===== config.mk =====
export PLATFORM = sky130hd
export DESIGN_NAME = alu_pipe
export DESIGN_NICKNAME = d
export VERILOG_FILES = /design/src/rtl/alu_pipe.sv
export SDC_FILE = /design/constraint.sdc
export NUM_CORES = 1
export LEC_CHECK = 0
export ABC_AREA = 1
export BUFFER_PORTS_ARGS = -buffer_cell sky130_fd_sc_hd__buf_2
export CAP_MARGIN = 0
export CORE_AREA = 2 2 114 127
export CTS_BUF_LIST = sky130_fd_sc_hd__clkbuf_8
export DETAILED_ROUTE_END_ITERATION = 8
export DIE_AREA = 0 0 116 129
export PLACE_DENSITY = 0.64
export SLEW_MARGIN = 20
export SYNTH_ARGS = -nofsm -noshare
export SYNTH_HDL_FRONTEND = slang
export SYNTH_SLANG_ARGS = --single-unit
export TNS_END_PERCENT = 10

===== constraint.sdc =====
create_clock -name clk -period 2.05 [get_ports clk]
set_input_delay 0.3075 -clock clk [delete_from_list [all_inputs] [get_ports clk]]
set_output_delay 0.3075 -clock clk [all_outputs]
set_load 0.05 [all_outputs]

===== src/rtl/alu_pipe.sv =====
// alu_pipe: WIDTH-bit, eight-opcode ALU with valid/ready on both sides and an iterative shift-add MUL.
// Latency: accept at edge N -> out_valid after edge N+2 (non-MUL) or N+WIDTH+2 (MUL); one op in flight.
// Backpressure: in_ready only in IDLE; the result is held in HOLD until out_ready. Optional macro ALU_SAT_EN saturates ADD/SUB.
module alu_pipe #(
  parameter int WIDTH = 8
) (
  input  logic               clk,
  input  logic               rst_n,
  input  logic               in_valid,
  output logic               in_ready,
  input  logic [WIDTH-1:0]   a,
  input  logic [WIDTH-1:0]   b,
  input  logic [2:0]         opcode,
  output logic               out_valid,
  input  logic               out_ready,
  output logic [2*WIDTH-1:0] result,
  output logic               zero,
  output logic               carry
);

  localparam int SHW = $clog2(WIDTH);
  localparam int CW  = $clog2(WIDTH + 1);

  // Counter value after the last partial-product step; that cycle writes the product back.
  localparam logic [CW-1:0] MUL_WB = CW'(WIDTH);

  localparam logic [1:0] IDLE = 2'd0;
  localparam logic [1:0] EXEC = 2'd1;
  localparam logic [1:0] MUL  = 2'd2;
  localparam logic [1:0] HOLD = 2'd3;

  localparam logic [2:0] OP_ADD = 3'd0;
  localparam logic [2:0] OP_MUL = 3'd1;
  localparam logic [2:0] OP_SUB = 3'd2;
  localparam logic [2:0] OP_AND = 3'd3;
  localparam logic [2:0] OP_OR  = 3'd4;
  localparam logic [2:0] OP_XOR = 3'd5;
  localparam logic [2:0] OP_SHL = 3'd6;
  localparam logic [2:0] OP_SHR = 3'd7;

  logic [1:0]         state;
  logic [WIDTH-1:0]   a_r;
  logic [WIDTH-1:0]   b_r;
  logic [2:0]         op_r;

  logic [CW-1:0]      cnt;
  logic [2*WIDTH-1:0] acc;
  logic [2*WIDTH-1:0] acc_nxt;
  logic [2*WIDTH-1:0] mcand;
  logic [WIDTH-1:0]   mplier;

  logic [WIDTH:0]     sum;
  logic [WIDTH-1:0]   diff;
  logic               borrow;
  logic [2*WIDTH-1:0] a_ext;
  logic [2*WIDTH-1:0] alu_res;
  logic               alu_carry;

  logic               accept;
  logic               mul_wb;

  assign in_ready = (state == IDLE);
  assign accept   = in_valid && (state == IDLE);
  assign mul_wb   = (state == MUL) && (cnt == MUL_WB);
  assign acc_nxt  = acc + (mplier[0] ? mcand : '0);

  // Single-cycle datapath for every opcode except MUL, working on the captured operands.
  always_comb begin
    sum       = {1'b0, a_r} + {1'b0, b_r};
    diff      = a_r - b_r;
    borrow    = (a_r < b_r);
    a_ext     = {{WIDTH{1'b0}}, a_r};
    alu_res   = '0;
    alu_carry = 1'b0;
    case (op_r)
      OP_ADD: begin
        alu_carry = sum[WIDTH];
`ifdef ALU_SAT_EN
        alu_res = sum[WIDTH] ? {{WIDTH{1'b0}}, {WIDTH{1'b1}}}
                             : {{WIDTH{1'b0}}, sum[WIDTH-1:0]};
`else
        alu_res = {{(WIDTH-1){1'b0}}, sum};
`endif
      end
      OP_SUB: begin
        alu_carry = borrow;
`ifdef ALU_SAT_EN
        alu_res = borrow ? '0 : {{WIDTH{1'b0}}, diff};
`else
        alu_res = {{WIDTH{1'b0}}, diff};
`endif
      end
      OP_AND:  alu_res = {{WIDTH{1'b0}}, a_r & b_r};
      OP_OR:   alu_res = {{WIDTH{1'b0}}, a_r | b_r};
      OP_XOR:  alu_res = {{WIDTH{1'b0}}, a_r ^ b_r};
      // Shifts use only the low SHW bits of b; SHL keeps bits shifted past WIDTH.
      OP_SHL:  alu_res = a_ext << b_r[SHW-1:0];
      OP_SHR:  alu_res = a_ext >> b_r[SHW-1:0];
      // MUL never reaches EXEC; its result comes from the shift-add unit.
      OP_MUL:  alu_res = '0;
      default: alu_res = '0;
    endcase
  end

  // Control FSM and operand capture; an accept latches a, b and opcode.
  always_ff @(posedge clk or negedge rst_n) begin
    if (!rst_n) begin
      state <= IDLE;
      a_r   <= '0;
      b_r   <= '0;
      op_r  <= '0;
    end else begin
      case (state)
        IDLE: begin
          if (in_valid) begin
            a_r   <= a;
            b_r   <= b;
            op_r  <= opcode;
            state <= (opcode == OP_MUL) ? MUL : EXEC;
          end
        end
        EXEC: state <= HOLD;
        MUL:  if (cnt == MUL_WB) state <= HOLD;
        HOLD: if (out_valid && out_ready) state <= IDLE;
        default: state <= IDLE;
      endcase
    end
  end

  // Shift-add multiplier: WIDTH add/shift steps (cnt 0..WIDTH-1), then one writeback cycle.
  always_ff @(posedge clk or negedge rst_n) begin
    if (!rst_n) begin
      cnt    <= '0;
      acc    <= '0;
      mcand  <= '0;
      mplier <= '0;
    end else if (accept) begin
      cnt    <= '0;
      acc    <= '0;
      mcand  <= {{WIDTH{1'b0}}, a};
      mplier <= b;
    end else if ((state == MUL) && (cnt != MUL_WB)) begin
      acc    <= acc_nxt;
      mcand  <= mcand << 1;
      mplier <= mplier >> 1;
      cnt    <= cnt + 1'b1;
    end
  end

  // Result/flag registers and out_valid: loaded when the op completes, presented one cycle later, held until taken.
  always_ff @(posedge clk or negedge rst_n) begin
    if (!rst_n) begin
      result    <= '0;
      zero      <= 1'b0;
      carry     <= 1'b0;
      out_valid <= 1'b0;
    end else begin
      if (state == EXEC) begin
        result <= alu_res;
        zero   <= ~|alu_res;
        carry  <= alu_carry;
      end else if (mul_wb) begin
        result <= acc;
        zero   <= ~|acc;
        carry  <= 1'b0;
      end
      if (state == HOLD) begin
        out_valid <= ~(out_valid & out_ready);
      end
    end
  end

endmodule

==> qor.yml, run 1 <==
yosys:
  synth-async-reset-ratio_pct: 100
  netlist.area_leader.share_pct: 35.0
  yosys.area.top_type: "dfrtp_1"
  synth_seq_cells: 84
  synth_edf_count: 0
  yosysWarningCount: 0
  yosys_most_used_dff: "dfrtp_1"
  syn-instance-count: 839
  syn-num-nets: 911
  yosysSeqAreaShare_pct: 35.0
  ys_types: 43
  synth_area_sq_mm: 0.00600
  yosys-top-cells-area: "dfrtp_1 (35%), nand2_1 (14%), ha_1 (9.6%)"
  syn_area_per_cell_sq_um: 7.15
grt:
  grt_pass1_vias: 5624
  antenna_found_initial: 0
  grt_usage_pct: 24.6
  grt_pass1_wl_um: 28500
  grt-ovfl-total: 0
  grt_start_max_net_pins: 57
sta:
  fin_ws_ns: -0.00523
  tightest_slew_ns: 0.425
  rsz0062_at_grt: "true"
  skew_ns: 0.0150
  period_minus_slack_ns: 2.06
  max_freq_ghz: 0.487
  finalHoldViolations: 0
  fin_setup_tns_ns: -0.00523
  period_share_pct: 100
  finalSetupViolations: 1
  slew_viol_final: 0
  max_slew_margin_pct: 71.7
drt:
  wl_um: 18000
  routed_via_density: 5.31
  wire_per_inst_um: 15.8
  drt_iter0_drc: 396
  ant_nets: 0
  firstDrtPassIters: 5
  num_vias: 6064
  drc: 0
hold_path:
  hold_path_depth: 3
  hold_start: "opcode[1]"
  hp-class: "input port to flop"
  whs_endpoint: "op_r[1]"
power_and_ir_drop:
  total_power_mw: 13.8
  powerDensity_mw_per_mm2: 1830
  ir_drop_uv: 992
  leakage_nw: 3.76
floorplanning:
  coreArea_sq_mm: 0.0136
  rows: 45
  fp.dieW_um: 116
  start_util_pct: 44.0
  die_h_um: 129
  dieArea_sq_mm: 0.0150
  pin_count: 43
worst_setup_path:
  slowest_stage: "fa_2"
  r2r_cells: 13
  path_cells: "inv_2, ha_2, fa_2, inv_1, nand2_1, nand3_2, nor2_4, nand3_2, nand2_2, nand2_1, nor2_1, nand3_1, a21oi_1"
  rrSetupSlack_ns: -0.005
  crit_required_ns: 2.36
  criticalPathCategory: "flop to flop"
  rr_startpoint: "a_r[0]"
  critPathMaxFanout: 3
  end_kind: "flop"
  r2r_end: "zero"
  start_kind: "flop"
  worstPathArrival_ns: 2.36
  slowest_delay_ns: 0.51
place:
  gp_congestion: 0.938
  dp_slack_ns: -0.0887
  numPortBuffers: 42
  dp_hpwl_um: 14100
finish:
  num-nets-final: 1022
  num_antenna_cells: 0
  drive_above_1_share_pct: 23.8
  syn_to_final_growth_pct: 25.2
  fillCellCount: 1354
clocking:
  cts.clk_slew.worst_paths_ns: 0.09
  insertion_delay_ns: 0.39
  cts_sinks: 84
  tritoncts: "yes"
  htreeDepth: 3
  ctsRootBufferMaster: "clkbuf_8"
  cts_buffers: 9
  cts_buffer_depth: 2
status:
  violations: "setup timing"
  status: "finished, violations left"
run:
  cap_violations: 0
[area by class of cell]
cell class,count,area (sq um),share of cell area (%)
Timing Repair Buffer,125,863,11.5
Inverter,123,467,6.21
Clock inverter,7,83.8,1.12
Sequential cell,84,2100,28.0
Multi-Input combinational cell,607,3640,48.4
Tap cell,188,235,3.13
Clock buffer,9,124,1.65
[power breakdown]
| group | switching (mW) | internal, mW | leakage (nW) |
|---|---|---|---|
| clock | 0.686 | 0.581 | 0.0955 |
| sequential | 0.559 | 2.36 | 1.08 |
| combinational | 5.82 | 3.77 | 2.58 |
[per-stage QoR]
stage	hold WS (ns)	area [sq um]	utilization, %	instances
after CTS	0.145	7170	52.6	1136
after detailed placement	0.262	6910	50.7	1119
after global placement	0.259	6910	50.7	1119
after floorplan	0.0119	6000	-	839
final	0.152	7510	55.1	1143
after global routing	0.170	7510	55.1	1143
[synthesized netlist by cell type (all sizes together), types with 4 or more instances]
master,n
nand2,219
inv,121
dfrtp,84
nand3,79
nor2,72
o21ai,64
ha,46
a21oi,43
o22ai,16
buf,15
o221ai,13
nand4,12
o211ai,12
clkbuf,10
nor3,4
xor2,4
[cells by family after synthesis]
| logic type | after synthesis | share of synthesized area (%) |
|---|---|---|
| compound gates | 158 | 15.3 |
| xor+xnor | 5 | 0.730 |
| fa+ha+maj | 49 | 10.6 |
| buf+inv | 148 | 9.99 |
| flops | 84 | 35.0 |
| simple gates | 395 | 28.4 |
[sequential cells by signal, summed over array words and instances, names as in the netlist]
name and flops:
acc 16, mcand 16, result 16, a_r 8, b_r 8, mplier 8, cnt 4, op_r 3
state 2, carry 1, out_valid 1, zero 1
[routing by layer]
| metal | GRT usage (%) | wire length [um] | share of wire [%] |
|---|---|---|---|
| met4 | 6.51 | 235 | 1.3 |
| met3 | 3.06 | 951 | 5.3 |
| met1 | 36.2 | 8680 | 48 |
| met2 | 38.3 | 8160 | 45 |
| met5 | 0 | 0 | 0 |
[worst max path at each step]
stage,start,to,slack [ns],depth (start not counted)
finish,a_r[0],zero,-0.005,13
CTS,mplier[0],acc[14],-0.04,15
global placement,mplier[0],acc[14],-0.07,15
global route,mplier[0],acc[14],-0.16,15
detailed placement,mplier[0],acc[14],-0.09,15
floorplan,mplier[0],acc[14],-0.07,15
[critical path: cells and delay by family, from the launching register on]
kind	cells	cell delay, ns
AND/OR/NAND/NOR	8	0.64
buffers and inverters	2	0.10
adder cells (fa/ha/maj)	2	0.70
AO/OA/AOI/OAI	1	0.12
flip-flops	1	0.40
[cell usage in the layout, fill, tap and decap left out, types with 8 or more instances in the layout]
| cell type | count |
|---|---|
| ha_1 | 28 |
| nand4_1 | 12 |
| inv_1 | 105 |
| nand3_1 | 69 |
| inv_2 | 14 |
| a21oi_1 | 34 |
| nor2_2 | 10 |
| o22ai_1 | 16 |
| buf_4 | 81 |
| clkbuf_8 | 9 |
| ha_4 | 14 |
| nand2_2 | 8 |
| nand3_2 | 8 |
| buf_2 | 41 |
| nor2_1 | 57 |
| o211ai_1 | 12 |
| nand2_1 | 210 |
| o221ai_1 | 13 |
| a21oi_2 | 9 |
| o21ai_0 | 56 |
| dfrtp_1 | 83 |
[repair_timing]
item,CTS,global route
endpoints found under the hold margin,28,0
buffers inserted,0,7
cloned,0,0
hold buffers,1,0
endpoints found under the setup margin,7,20
resized for setup,17,64
pin swaps,2,12
Power figures use the tool's default switching activity.
==> inputs of run 2 (changes only) <==
PLACE_DENSITY = default   (was 0.64)
==> qor.yml, run 2 (synthesis results as in run 1) <==
status:
  status: "finished, violations left"
  violations: "setup timing"
clocking:
  cts_buffers: 9
  insertion_delay_ns: 0.38
  cts_buffer_depth: 2
  ctsRootBufferMaster: "clkbuf_8"
  htreeDepth: 3
  cts.clk_slew.worst_paths_ns: 0.09
  cts_sinks: 84
  tritoncts: "yes"
sta:
  max_slew_margin_pct: 71.4
  slew_viol_final: 0
  tightest_slew_ns: 0.430
  fin_ws_ns: -0.0982
  skew_ns: 0.0175
  max_freq_ghz: 0.466
  period_minus_slack_ns: 2.15
  fin_setup_tns_ns: -0.192
  period_share_pct: 105
  finalSetupViolations: 5
  whs_ns: 0.167
  rsz0062_at_grt: "true"
  finalHoldViolations: 0
power_and_ir_drop:
  ir_drop_uv: 873
  powerDensity_mw_per_mm2: 1820
  leakage_nw: 3.76
place:
  placed_cells_incl_taps: 1109
  dp_hpwl_um: 14700
  numPortBuffers: 42
  gp_congestion: 1.01
finish:
  layout.cells.non_filler: 1139
  num_antenna_cells: 0
  num-nets-final: 1019
  largestRegisters: "acc: 16 flops, mcand: 16 flops, result: 16 flops"
  fillCellCount: 1335
  syn_to_final_growth_pct: 25.9
  final_cell_mix: "nand2_1 (201), inv_1 (104), dfrtp_1 (82), buf_4 (75), nand3_1 (69)"
  layout_commonest_cell: "nand2_1"
  drive_above_1_share_pct: 24.9
floorplanning:
  coreArea_sq_mm: 0.0136
  rows: 45
  die_h_um: 129
  pin_count: 43
  fp.dieW_um: 116
  dieArea_sq_mm: 0.0150
  start_util_pct: 44.0
worst_setup_path:
  r2r_end: "zero"
  start_kind: "flop"
  r2r_cells: 12
  criticalPathCategory: "flop to flop"
  critPathMaxFanout: 3
  end_kind: "flop"
  setup.worst_path.start: "b_r[0]"
  worstPathArrival_ns: 2.44
  rrSetupSlack_ns: -0.1
  cp-endpoint: "zero"
  rr_startpoint: "b_r[0]"
  crit_required_ns: 2.35
drt:
  firstDrtPassIters: 6
  num_vias: 6186
  wl_um: 19300
  drt_iter0_drc: 534
  wire_per_inst_um: 16.9
  ant_nets: 0
  drc: 0
  routed_via_density: 5.43
grt:
  grt_pass1_wl_um: 29600
  grt-ovfl-total: 0
  antenna_found_initial: 0
  grt_start_max_net_pins: 41
  grt_pass1_vias: 5569
  grt_usage_pct: 25.7
hold_path:
  hp-class: "input port to flop"
run:
  cap_violations: 0
==> run 2: metrics by stage <==
stage | instance area, sq um | setup WS [ns] | util (%) | power (mW)
2_1_floorplan | 6000 | -0.0719 | - | 8.38
3_3_place_gp | 6830 | -0.0564 | 50.1 | 11.2
3_5_place_dp | 6830 | -0.143 | 50.1 | 11.3
4_1_cts | 7160 | -0.0427 | 52.5 | 12.8
5_1_grt | 7560 | -0.234 | 55.5 | 14.8
6_report | 7560 | -0.0982 | 55.5 | 13.8
==> run 2: layer usage <==
metal  global-route usage (%)  vias up  wire (um)
li1                         -     2981          -
met1                     36.5     2881       8600
met2                     39.9      280       8740
met3                     3.72       44       1280
met4                     9.73        0        635
met5                        0        -          0
==> run 2: worst max-delay path: stages, from the launching register on <==
cell	delay (ns)
dfrtp_1	0.44
ha_4	0.19
fa_2	0.53
inv_2	0.03
nand2_2	0.06
nand3_2	0.09
nor2_2	0.12
nand3_1	0.09
nand2_2	0.10
nand2_2	0.06
nor2_4	0.12
nand3_2	0.08
a21oi_2	0.14
==> run 2: cell type report <==
class	count	area (sq um)	area share, %
Timing Repair Buffer	122	852	11.3
Tap cell	188	235	3.11
Clock inverter	6	70.1	0.927
Clock buffer	9	124	1.64
Inverter	123	467	6.18
Sequential cell	84	2100	27.8
Multi-Input combinational cell	607	3700	49.0
==> run 2: repair_timing <==
item | CTS | global route
pin swaps | 1 | 28
hold endpoints to repair | 14 | 0
buffers inserted | 4 | 11
setup endpoints to repair | 9 | 42
hold buffers | 1 | 0
cloned | 0 | 1
gates resized for setup | 21 | 79
==> run 2: power by group <==
group | total [mW] | switching (mW) | internal, mW
Sequential | 2.93 | 0.568 | 2.36
Clock | 1.23 | 0.658 | 0.572
Combinational | 9.61 | 5.94 | 3.67
==> run 2: worst min path at each step <==
stage | start | to | slack (ns) | cells past startpoint
after floorplan | rst_n | a_r[0] | 0.01 | 0
after global placement | rst_n | result[1] | 0.18 | 1
after detailed placement | rst_n | result[13] | 0.18 | 1
after CTS | opcode[1] | op_r[1] | 0.15 | 3
after global routing | opcode[2] | op_r[2] | 0.17 | 3
final | opcode[1] | op_r[1] | 0.17 | 3
==> inputs of run 3 (changes only) <==
ABC_AREA = default   (was 1)
BUFFER_PORTS_ARGS = default   (was -buffer_cell sky130_fd_sc_hd__buf_2)
CORE_AREA = 2 2 115 128   (was 2 2 114 127)
DIE_AREA = 0 0 117 130   (was 0 0 116 129)
DONT_BUFFER_PORTS = 1   (was default)
==> qor.yml, run 3 <==
floorplanning:
  pin_count: 43
  dieArea_sq_mm: 0.0152
  coreArea_sq_mm: 0.0141
  fp.dieW_um: 117
  rows: 46
  start_util_pct: 43.4
  die_h_um: 130
drt:
  ant_nets: 0
  drc: 0
  top_layer_used: "met4"
  routed_via_density: 5.62
  drt_iter0_drc: 488
  firstDrtPassIters: 5
  wire_per_inst_um: 19.3
  num_vias: 5901
  wl_um: 20300
  met1_length_um: 8630
  routed-wl-met2_um: 10500
  met3_length_um: 633
status:
  violations: "hold timing, setup timing"
  status: "finished, violations left"
worst_setup_path:
  critPathMaxFanout: 2
  worstPathArrival_ns: 3.02
  path_depth: 10
  slowest_stage: "dfrtp_1"
  r2r_cells: 10
  slowest_delay_ns: 0.40
  path_cells: "and2_1, ha_2, fa_2, a21o_1, a21oi_2, o21bai_1, a2111o_1, a311o_1, a311o_1, nand3_1"
  crit_top_cell: "a311o_1"
  cp-endpoint: "acc[14]"
  crit_required_ns: 2.37
  crit_family: "compound AO/OA/AOI/OAI gates"
  start_kind: "flop"
  rr_startpoint: "mcand[0]"
  rrSetupSlack_ns: -0.65
  setup.worst_path.start: "mcand[0]"
  criticalPathCategory: "flop to flop"
  critPathBufInv: 0
  end_kind: "flop"
  r2r_end: "acc[14]"
clocking:
  ctsRootBufferMaster: "clkbuf_8"
  htreeDepth: 3
  cts_buffer_depth: 2
  cts_buffers: 9
  insertion_delay_ns: 0.38
  tritoncts: "yes"
  cts_sinks: 84
  cts.clk_slew.worst_paths_ns: 0.10
yosys:
  yosysSeqAreaShare_pct: 34.4
  synth-async-reset-ratio_pct: 100
  synth_edf_count: 0
  synth_compound_area_share_pct: 21.1
  synth_top_family_by_area: "compound AO/OA/AOI/OAI gates"
  synth-simple-area-share_pct: 17.5
  post-synth-top-count-cell: "nand2_1"
  ys_types: 67
  syn-num-nets: 766
  yosys-top-cells-area: "dfrtp_1 (34%), ha_1 (9.4%), mux2i_1 (5.9%)"
  yosys_most_used_dff: "dfrtp_1"
  synth_fa_ha_area_share_pct: 10.4
  synth_commonest_cells: "nand2_1 (90), dfrtp_1 (84), o21ai_0 (64)"
  synthMuxAreaShare_pct: 9.75
  synth_seq_cells: 84
  synthXorXnorAreaFrac_pct: 2.15
  syn-instance-count: 694
  syn_area_per_cell_sq_um: 8.82
  netlist.area_leader.share_pct: 34.4
  yosysWarningCount: 0
  synth_area_sq_mm: 0.00612
  yosys.area.top_type: "dfrtp_1"
sta:
  fin_ws_ns: -0.653
  tightest_slew_ns: 0.584
  max_slew_margin_pct: 61.0
  whs_ns: -0.385
  fin_setup_tns_ns: -6.10
  rsz0062_at_grt: "true"
  slew_viol_final: 0
  period_share_pct: 132
  finalSetupViolations: 22
  finalHoldViolations: 84
  period_minus_slack_ns: 2.70
  max_freq_ghz: 0.370
  skew_ns: 0.0146
grt:
  grt_pass1_vias: 5880
  grt_pass1_wl_um: 31600
  grt_start_max_net_pins: 85
  antenna_found_initial: 0
  grt_usage_pct: 27.4
  grt-ovfl-total: 0
finish:
  fillCellCount: 1281
  drive_above_1_share_pct: 33.3
  design_area_sq_mm: 0.00820
  syn_to_final_growth_pct: 34.0
  num_antenna_cells: 0
  num-nets-final: 926
  layout_commonest_cell: "buf_4"
  seq_area_sq_mm: 0.00211
  multi_input_area_sq_mm: 0.00403
  largestRegisters: "acc: 16 flops, mcand: 16 flops, result: 16 flops"
  fin_util_pct: 58.1
  final_cell_mix: "buf_4 (184), nand2_1 (88), dfrtp_1 (81), o21ai_0 (55), a21oi_1 (42)"
place:
  gp_congestion: 0.939
  dp_slack_ns: -0.664
  dp_hpwl_um: 15900
  numPortBuffers: 0
  placed_area_sq_mm: 0.00770
run:
  cap_violations: 0
power_and_ir_drop:
  ir_drop_uv: 803
  powerDensity_mw_per_mm2: 1840
  leakage_nw: 3.93
hold_path:
  hp-class: "input port to async pin"
-- run 3: cell families (layout without fill, tap and decap cells) --
group / Yosys count / in the layout
muxes: 50 / 50
DFF: 84 / 84
and+or+nand+nor: 219 / 219
AOI/OAI and AO/OA: 202 / 202
adders and majority gates: 49 / 49
xor gates and xnor gates: 15 / 15
buffers and inverters: 75 / 239
-- run 3: power breakdown --
group          internal (mW)  switching [mW]
clock network          0.594           0.664
logic                   5.13            5.42
registers               2.33           0.982
-- run 3: area by class of cell --
cell class	instances	share of cell area, %
timing repair buffer	191	18.2
clock buffer	10	1.68
inverter	33	1.68
tap	192	2.93
clock inverter	5	0.748
multi-input combinational	535	49.1
sequential	84	25.7
-- run 3: metal layers --
metal,track usage [%],vias to the layer above
li1,-,2836
met1,34.0,2925
met2,48.5,115
met3,4.37,25
met4,9.00,0
met5,0,-
-- run 3: per-stage QoR --
| step | power, mW | instances |
|---|---|---|
| after detailed placement | 13.0 | 1030 |
| after floorplan | 8.66 | 694 |
| after global routing | 16.2 | 1050 |
| final | 15.1 | 1050 |
| after CTS | 14.7 | 1046 |
| after global placement | 12.8 | 1030 |
-- run 3: timing repair --
| action | CTS | global route |
|---|---|---|
| endpoints found under the hold margin | 84 | 84 |
| gates resized for setup | 30 | 28 |
| pin swaps | 10 | 9 |
| endpoints found under the setup margin | 22 | 26 |
| setup buffers | 1 | 4 |
-- run 3: worst min-delay path by stage --
| stage | startpoint | to | slack, ns | cells past startpoint |
|---|---|---|---|---|
| floorplan | rst_n | a_r[0] | 0.01 | 0 |
| global placement | rst_n | result[12] | 0.01 | 0 |
| detailed placement | rst_n | result[6] | 0.01 | 0 |
| CTS | rst_n | acc[11] | -0.41 | 0 |
| global route | rst_n | result[6] | -0.41 | 0 |
| finish | rst_n | result[12] | -0.38 | 0 |
